--- src/rtl/video_pattern_gen.sv ---
// video_pattern_gen: self-contained fv/lv/pixel source with test patterns, start/stop control and frame counting.
module video_pattern_gen #(
  parameter int DATA_WIDTH = 16,
  parameter int H_ACTIVE   = 1920,
  parameter int V_ACTIVE   = 1080,
  parameter int H_BLANK    = 280,
  parameter int V_BLANK    = 280
) (
  input  logic                  pix_clk_i,
  input  logic                  rst_n_i,
  input  logic                  start_i,
  input  logic                  stop_i,
  input  logic [1:0]            mode_i,
  input  logic [DATA_WIDTH-1:0] fixed_i,
  input  logic [15:0]           frames_i,
  output logic                  fv_o,
  output logic                  lv_o,
  output logic [DATA_WIDTH-1:0] data_o,
  output logic                  busy_o,
  output logic                  done_o,
  output logic [15:0]           frame_cnt_o
);
  localparam int XW   = $clog2(H_ACTIVE);
  localparam int YW   = V_ACTIVE > 1 ? $clog2(V_ACTIVE) : 1;
  localparam int BMAX = H_BLANK > V_BLANK ? H_BLANK : V_BLANK;
  localparam int BW   = BMAX > 1 ? $clog2(BMAX) : 1;
  typedef enum logic [2:0] {IDLE, LEAD, LINE, HBLANK, VBLANK} state_t;
  state_t                state_q, state_d;
  logic [BW-1:0]         b_q, b_d;
  logic [XW-1:0]         x_q, x_d;
  logic [YW-1:0]         y_q, y_d;
  logic [15:0]           fc_q, fc_d, frames_q, frames_d;
  logic [1:0]            mode_q, mode_d;
  logic [DATA_WIDTH-1:0] fixed_q, fixed_d, data_q, data_d, pat;
  logic                  stop_q, stop_d, done_q, done_d;
  logic                  fv_q, fv_d, lv_q, lv_d, busy_q, busy_d, blk;
  always_ff @(posedge pix_clk_i or negedge rst_n_i) begin
    if (!rst_n_i) begin
      state_q  <= IDLE;
      b_q      <= '0;
      x_q      <= '0;
      y_q      <= '0;
      fc_q     <= '0;
      frames_q <= '0;
      mode_q   <= '0;
      fixed_q  <= '0;
      stop_q   <= 1'b0;
      done_q   <= 1'b0;
      fv_q     <= 1'b0;
      lv_q     <= 1'b0;
      busy_q   <= 1'b0;
      data_q   <= '0;
    end else begin
      state_q  <= state_d;
      b_q      <= b_d;
      x_q      <= x_d;
      y_q      <= y_d;
      fc_q     <= fc_d;
      frames_q <= frames_d;
      mode_q   <= mode_d;
      fixed_q  <= fixed_d;
      stop_q   <= stop_d;
      done_q   <= done_d;
      fv_q     <= fv_d;
      lv_q     <= lv_d;
      busy_q   <= busy_d;
      data_q   <= data_d;
    end
  end
  always_comb begin
    state_d  = state_q;
    b_d      = b_q;
    x_d      = x_q;
    y_d      = y_q;
    fc_d     = fc_q;
    frames_d = frames_q;
    mode_d   = mode_q;
    fixed_d  = fixed_q;
    done_d   = 1'b0;
    stop_d   = (state_q != IDLE) && (stop_q || stop_i);
    case (state_q)
      IDLE: if (start_i && !stop_i) begin
        state_d  = LEAD;
        b_d      = '0;
        y_d      = '0;
        fc_d     = '0;
        frames_d = frames_i;
        mode_d   = mode_i;
        fixed_d  = fixed_i;
      end
      LEAD: begin
        b_d = b_q + 1'b1;
        if (b_q == BW'(H_BLANK - 1)) begin
          state_d = LINE;
          x_d     = '0;
        end
      end
      LINE: if (x_q == XW'(H_ACTIVE - 1)) begin
        state_d = HBLANK;
        b_d     = '0;
      end else x_d = x_q + 1'b1;
      HBLANK: begin
        b_d = b_q + 1'b1;
        if (b_q == BW'(H_BLANK - 1)) begin
          b_d = '0;
          if (y_q == YW'(V_ACTIVE - 1)) begin
            state_d = VBLANK;
            fc_d    = fc_q == 16'hFFFF ? fc_q : fc_q + 16'd1;
          end else begin
            state_d = LINE;
            x_d     = '0;
            y_d     = y_q + 1'b1;
          end
        end
      end
      VBLANK: begin
        b_d = b_q + 1'b1;
        if (b_q == BW'(V_BLANK - 1)) begin
          b_d = '0;
          if (stop_d || (frames_q != 16'd0 && fc_q == frames_q)) begin
            state_d = IDLE;
            done_d  = 1'b1;
            stop_d  = 1'b0;
          end else begin
            state_d = LEAD;
            y_d     = '0;
            mode_d  = mode_i;
            fixed_d = fixed_i;
          end
        end
      end
      default: state_d = IDLE;
    endcase
  end
  // Outputs are decoded from the state being entered so the registers present them in that state's first cycle.
  always_comb begin
    fv_d   = state_d inside {LEAD, LINE, HBLANK};
    lv_d   = state_d == LINE;
    busy_d = state_d != IDLE;
    blk    = |((32'(x_d) ^ 32'(y_d)) & 32'd8);
    pat    = mode_d == 2'd0 ? DATA_WIDTH'(x_d) :
             mode_d == 2'd1 ? DATA_WIDTH'(y_d) :
             mode_d == 2'd2 ? {DATA_WIDTH{blk}} : fixed_d;
    data_d = lv_d ? pat : '0;
  end
  assign fv_o        = fv_q;
  assign lv_o        = lv_q;
  assign data_o      = data_q;
  assign busy_o      = busy_q;
  assign done_o      = done_q;
  assign frame_cnt_o = fc_q;
endmodule

--- config.mk ---
export PLATFORM = sky130hd
export DESIGN_NAME = video_pattern_gen
export DESIGN_NICKNAME = d
export VERILOG_FILES = /design/src/rtl/video_pattern_gen.sv
export SDC_FILE = /design/constraint.sdc
export NUM_CORES = 1
export LEC_CHECK = 0
export ABC_CLOCK_PERIOD_IN_PS = 3800
export BUFFER_PORTS_ARGS = -buffer_cell sky130_fd_sc_hd__clkbuf_2
export CORE_ASPECT_RATIO = 0.5
export CORE_UTILIZATION = 58
export DETAILED_ROUTE_END_ITERATION = 16
export GPL_TIMING_DRIVEN = 0
export PLACE_DENSITY = 0.84
export SYNTH_ARGS = -nofsm -noshare
export SYNTH_HDL_FRONTEND = slang
export SYNTH_SLANG_ARGS = --single-unit
--- constraint.sdc ---
create_clock -name pix_clk_i -period 3.8 [get_ports pix_clk_i]
set_clock_uncertainty 0.2 [all_clocks]
set_input_delay 0.76 -clock pix_clk_i [delete_from_list [all_inputs] [get_ports pix_clk_i]]
set_output_delay 0.76 -clock pix_clk_i [all_outputs]
set_load 0.005 [all_outputs]
==> impl_metrics.tcl, run 1 <==
set metrics [dict create \
    status "complete, no violations" \
    cp.depth 10 \
    post-route-min-period_ps 3364 \
    overflow 0 \
    crit_slowest_cell "nor3b_4" \
    hold_start "fixed_q[14]" \
    clock_latency_ps 360 \
    ant_nets 0 \
    grt_pass1_wl_um 19640 \
    holdWs_ps 301.6 \
    core_um2 8798 \
    reg2reg_to "data_o[9]" \
    die_area_um2 9578 \
    start_util 0.6044 \
    totalWireLength_um 12180 \
    power.total_uw 3466 \
    p_leak_uw 0.002732 \
    post_cts_buffers 0 \
    ir_worst_vdd_mv 0.4142 \
    yosysWarnings 0 \
    syn-num-nets 557 \
    place.gp.congestion 0.8677 \
    grt_max_degree 60 \
    arrival_ps 3440 \
    fillCellCount 648 \
    cts-htree-levels 3 \
    synth_area_um2 5318 \
    die_x_um 137.4 \
    rows 24 \
    synthCells 515 \
    cap_violations 0 \
    tightestPinTransition_ps 970.0 \
    rsz0062_at_grt "no" \
    intPower_uw 2346 \
    fmaxAchievable_mhz 297.2 \
    tritoncts "built" \
    drc 0 \
    slew_headroom 0.3519 \
    clkPwrFrac 0.278 \
    wl_per_cell_um 16.86 \
    crit_chain "xor2_1 -> nor4_1 -> a31oi_1 -> nor3b_4 -> mux2i_4 -> inv_2 -> buf_4 -> nand2_1 -> o22ai_1 -> nor3_1" \
    syn-mean-instance-area_um2 10.33 \
    cts_sinks 105 \
    holdPathEnd "fixed_q[14]" \
    worst-path-buf-inv 2 \
    die_height_um 69.71 \
    nNetsFinal 642 \
    path_class "reg2reg" \
    postCtsResizedCells 0 \
    vias 4380 \
    fin_crit_sh 0.8854 \
    most-common-layout-cells "105 x dfrtp_1, 72 x clkbuf_2, 45 x nor2_1" \
    tns_ps 0 \
    hold_buffers 0 \
    swShare 0.3230 \
    ys.flop_type "dfrtp_1" \
    track_usage 0.2695 \
    areaGrowthSynthToFinish_pct 16.05 \
    drive_gt1_frac 0.2430 \
    cts_made_buffers 9 \
    hold_viol_final 0 \
    setup_violations 0 \
    worstHoldPathCells 1 \
    numPortBuffers 73 \
    root_buffer "clkbuf_16" \
    r2r_cells 10 \
    r2r_slack_ps 440 \
    cts_buffer_depth 2 \
    hpwlAfterDp_um 8880 \
    yosysSeqAreaShare 0.4941 \
    final_max_slew_viol_count 0 \
    power_frac_comb 0.263 \
    final_common_cell "dfrtp_1" \
    dr.pass1.iters 5 \
    synthArstFlopShare 1.000 \
    switchingPower_uw 1120 \
    r2r_start "frame_cnt_o[1]" \
    critPathMaxStageDelay_ps 520 \
    pwr-share-seq 0.459 \
    worstSetupEndpointType "flip-flop" \
    num_antenna_cells 0 \
    clk_pin_slew_ps 70 \
    power_density_nw_per_um2 561.6 \
    critical_path_required_ps 3870 \
    drtIter0Drc 336 \
    hp-class "reg2reg" \
    ys_seq_elements 105 \
    cp_top_family "simple AND/OR/NAND/NOR gates" \
    grt_pass1_vias 3993 \
    synth_edf_count 0 \
    via_per_inst 6.066 \
    crit_path_start_kind "flip-flop" \
    yosysUniqueCellTypes 72 \
    grt_antenna_before_repair 0 \
    worstPathMaxFanout 10 \
    num_io_pins 74 \
]
## cell type report
class	count	area [um2]	share of cell area
multi-input cells	382	2569	0.4163
flip-flops and latches	105	2628	0.4258
inverters	12	45.04	0.007299
well taps	117	146.4	0.02372
clock buffers	10	239.0	0.03873
clock inverters	6	72.57	0.01176
repair buffers	74	395.4	0.06407
plain buffers	16	76.32	0.01237
## synth_stat cells (2+ instances only)
master,number,area [um2]
or2_2,2,12.51
o2111a_1,2,22.52
a211oi_1,2,15.01
o211ai_1,2,15.01
inv_1,10,37.54
a31oi_1,12,75.07
nor3_1,20,100.1
xor2_1,17,148.9
nand4_1,14,87.58
o22ai_1,3,18.77
nand2_1,41,153.9
and4b_1,2,20.02
mux2_2,31,349.1
a311oi_1,2,17.52
or3_4,2,22.52
a21o_1,4,30.03
nor2_1,45,168.9
inv_2,2,7.510
a22o_1,4,35.03
a211o_1,2,17.52
nor2b_1,3,18.77
and4_1,2,17.52
o21a_1,2,15.01
nor3b_1,3,22.52
mux2i_1,3,30.03
xnor2_1,14,122.6
clkbuf_1,9,33.78
and2_1,3,18.77
and3_1,5,31.28
nor3_2,2,20.02
buf_2,4,20.02
dfrtp_1,105,2628
o21ai_0,35,175.2
a21oi_1,23,115.1
o31ai_1,2,15.01
nand3_1,22,110.1
or3_1,13,81.33
nor4_1,8,50.05
ha_1,4,50.05
o211a_1,2,20.02
## stage by stage
stage          utilization  cells  area, um2  worst slack, ps
6_report            0.7014    722       6171            435.7
5_1_grt             0.7014    722       6171            227.5
4_1_cts             0.7014    722       6171            524.3
3_5_place_dp        0.6660    706       5859            343.2
3_3_place_gp        0.6625    705       5829            360.8
2_1_floorplan            -    515       5318            894.8
## logic make-up (layout without fill, tap and decap cells)
group	count (synthesis)	count (layout)	share of synthesized area
flops	105	105	0.4941
compound gates	114	114	0.1499
xor+xnor	32	32	0.05412
buf+inv	28	118	0.02282
mux	35	35	0.07553
simple gates	197	197	0.1941
fa+ha+maj	4	4	0.009412
## power by group through the flow
stage | combinational (uW) | sequential [uW] | clock (uW)
6_report | 912 | 1590 | 962
5_1_grt | 1010 | 1630 | 1010
4_1_cts | 910 | 1590 | 965
3_5_place_dp | 903 | 1610 | 0
3_3_place_gp | 856 | 1590 | 0
2_1_floorplan | 667 | 1550 | 0
## routing by layer
layer | part of all wire | GRT usage | vias to the layer above
met2 | 0.45 | 0.4026 | 150
li1 | - | - | 2068
met4 | 0.014 | 0.07082 | 0
met5 | 0 | 0 | -
met1 | 0.48 | 0.3993 | 2143
met3 | 0.056 | 0.05556 | 19
## sequential cells by signal, summed over array words and instances (netlist names), 2 cells and up
signal / flops
data_o: 16
fixed_q: 16
frame_cnt_o: 16
frames_q: 16
x_q: 11
y_q: 11
b_q: 9
state_q: 3
mode_q: 2
## worst max-delay path by stage
stage / startpoint / slack (ps) / to
finish: frame_cnt_o[1] / 440 / data_o[9]
global route: frame_cnt_o[1] / 230 / data_o[9]
CTS: frame_cnt_o[1] / 520 / data_o[9]
detailed placement: start_i / 340 / data_o[9]
global placement: start_i / 360 / data_o[9]
floorplan: start_i / 890 / data_o[5]
No activity file was read; power rests on OpenSTA's default activity.
==> run 2: changes to the inputs <==
Settings changed: GPL_TIMING_DRIVEN 0 to default.
==> run 2 against run 1 <==
  * Register-to-register slack improved by 240 ps
  * Largest power group unchanged
  * Wire length decreased by 2.5%
  * Highest routed layer unchanged
  * Via count down 3.0%
  * Maximum frequency increased by 7.7%
==> impl_metrics.tcl, run 2 (same netlist as run 1, synthesis figures left out) <==
set metrics [dict create \
    status "complete, no violations" \
    areaGrowthSynthToFinish_pct 14.99 \
    wl_per_cell_um 16.63 \
    hold_viol_final 0 \
    tritoncts "built" \
    die_x_um 137.4 \
    fin_crit_sh 0.8220 \
    core_um2 8798 \
    intPower_uw 2278 \
    tightestPinTransition_ps 1091 \
    switchingPower_uw 1110 \
    hp-class "reg2reg" \
    p_leak_uw 0.002720 \
    dr.pass1.iters 5 \
    pwr-share-seq 0.474 \
    grt_max_degree 91 \
    root_buffer "clkbuf_16" \
    worstPathMaxFanout 17 \
    hold_buffers 0 \
    place.gp.congestion 0.8761 \
    via_per_inst 5.948 \
    nNetsFinal 634 \
    cts-htree-levels 3 \
    cts_made_buffers 9 \
    drtIter0Drc 296 \
    die_area_um2 9578 \
    crit_chain "nor2_1 -> and3_1 -> nor3b_4 -> mux2i_4 -> inv_2 -> o31ai_4 -> nor3_1" \
    ant_nets 0 \
    drive_gt1_frac 0.2479 \
    power_density_nw_per_um2 554.0 \
    final_max_slew_viol_count 0 \
    cts_buffer_depth 2 \
    cp_top_family "simple AND/OR/NAND/NOR gates" \
    post_cts_buffers 0 \
    clkPwrFrac 0.266 \
    worst-path-buf-inv 1 \
    drc 0 \
    fmaxAchievable_mhz 320.1 \
    postCtsResizedCells 0 \
    most-common-layout-cells "105 x dfrtp_1, 72 x clkbuf_2, 45 x nor2_1" \
    start_util 0.6044 \
    swShare 0.3276 \
    power.total_uw 3388 \
    numPortBuffers 73 \
    crit_path_start_kind "flip-flop" \
    grt_pass1_wl_um 19390 \
    ir_worst_vdd_mv 0.3304 \
    rsz0062_at_grt "no" \
    worstSetupEndpointType "flip-flop" \
    num_io_pins 74 \
    grt_pass1_vias 3932 \
    tns_ps 0 \
    placed_area_um2 5823 \
    final_common_cell "dfrtp_1" \
    clock_latency_ps 350 \
    fillCellCount 667 \
    totalWireLength_um 11870 \
    setup_violations 0 \
    overflow 0 \
    cap_violations 0 \
    track_usage 0.2644 \
    final_cell_area_um2 6115 \
    critPathMaxStageDelay_ps 700 \
    arrival_ps 3150 \
    cts_sinks 105 \
    path_class "reg2reg" \
    clk_pin_slew_ps 70 \
    die_height_um 69.71 \
    rows 24 \
    num_antenna_cells 0 \
    post-route-util 0.6950 \
    hpwlAfterDp_um 8620 \
    grt_antenna_before_repair 0 \
    slew_headroom 0.2723 \
    holdWs_ps 277.5 \
    vias 4247 \
    crit_slowest_cell "dfrtp_1" \
    power_frac_comb 0.260 \
    post-route-min-period_ps 3124 \
    critical_path_required_ps 3820 \
]
run 2: cell count changes in the layout (fill, tap and decap cells not counted), sizes merged:
| cell | previous run | this run |
|---|---|---|
| bufinv | 1 | 0 |
| clkinv | 2 | 3 |
| clkinvlp | 1 | 0 |
| buf | 8 | 10 |
| clkbuf | 92 | 83 |
run 2: worst register-to-register path: cells and delay by family (launching register included):
kind / cells / cell delay [ps]
mux: 1 / 460
flops: 1 / 700
simple gates: 4 / 1040
compound gates: 1 / 410
buf+inv: 1 / 200
run 2: final timing paths:
path                            startpoint  slack, ps  depth (start not counted)            to
worst max-delay path            state_q[0]        680                          7     data_o[4]
worst min-delay path            fixed_q[1]        280                          2    fixed_q[1]
worst max register to register  state_q[0]        680                          7     data_o[4]
worst min register to register  fixed_q[1]        280                          2    fixed_q[1]
max in group asynchronous          rst_n_i       2220                          2  frames_q[14]
min in group asynchronous          rst_n_i        410                          1   fixed_q[11]
run 2: stage by stage:
step	setup slack [ps]	instances
final	676.3	714
after global routing	464.2	714
after CTS	698.4	714
after detailed placement	660.2	698
after global placement	698.9	698
after floorplan	894.8	515
run 2: power groups by stage:
stage                     clock (uW)  sequential (uW)  combinational (uW)
after CTS                        920             1600                 882
final                            901             1610                 882
after floorplan                    0             1550                 667
after global routing             959             1640                 973
after global placement             0             1610                 847
after detailed placement           0             1620                 875
run 2: final cells by class:
cell class                      count  area, um2  share of cell area
Sequential cell                   105       2628              0.4297
Multi-Input combinational cell    382       2569              0.4201
Timing Repair Buffer               82      435.4             0.07121
Clock buffer                       11      242.7             0.03970
Tap cell                          117      146.4             0.02394
Clock inverter                      5      48.80            0.007980
Inverter                           12      45.04            0.007366
run 2: routing by layer:
layer	GRT usage	vias to the layer above	wire [um]
li1	-	2045	-
met1	0.3758	2043	5610
met2	0.3964	142	5226
met3	0.07895	17	904
met4	0.06471	0	132
met5	0	-	0
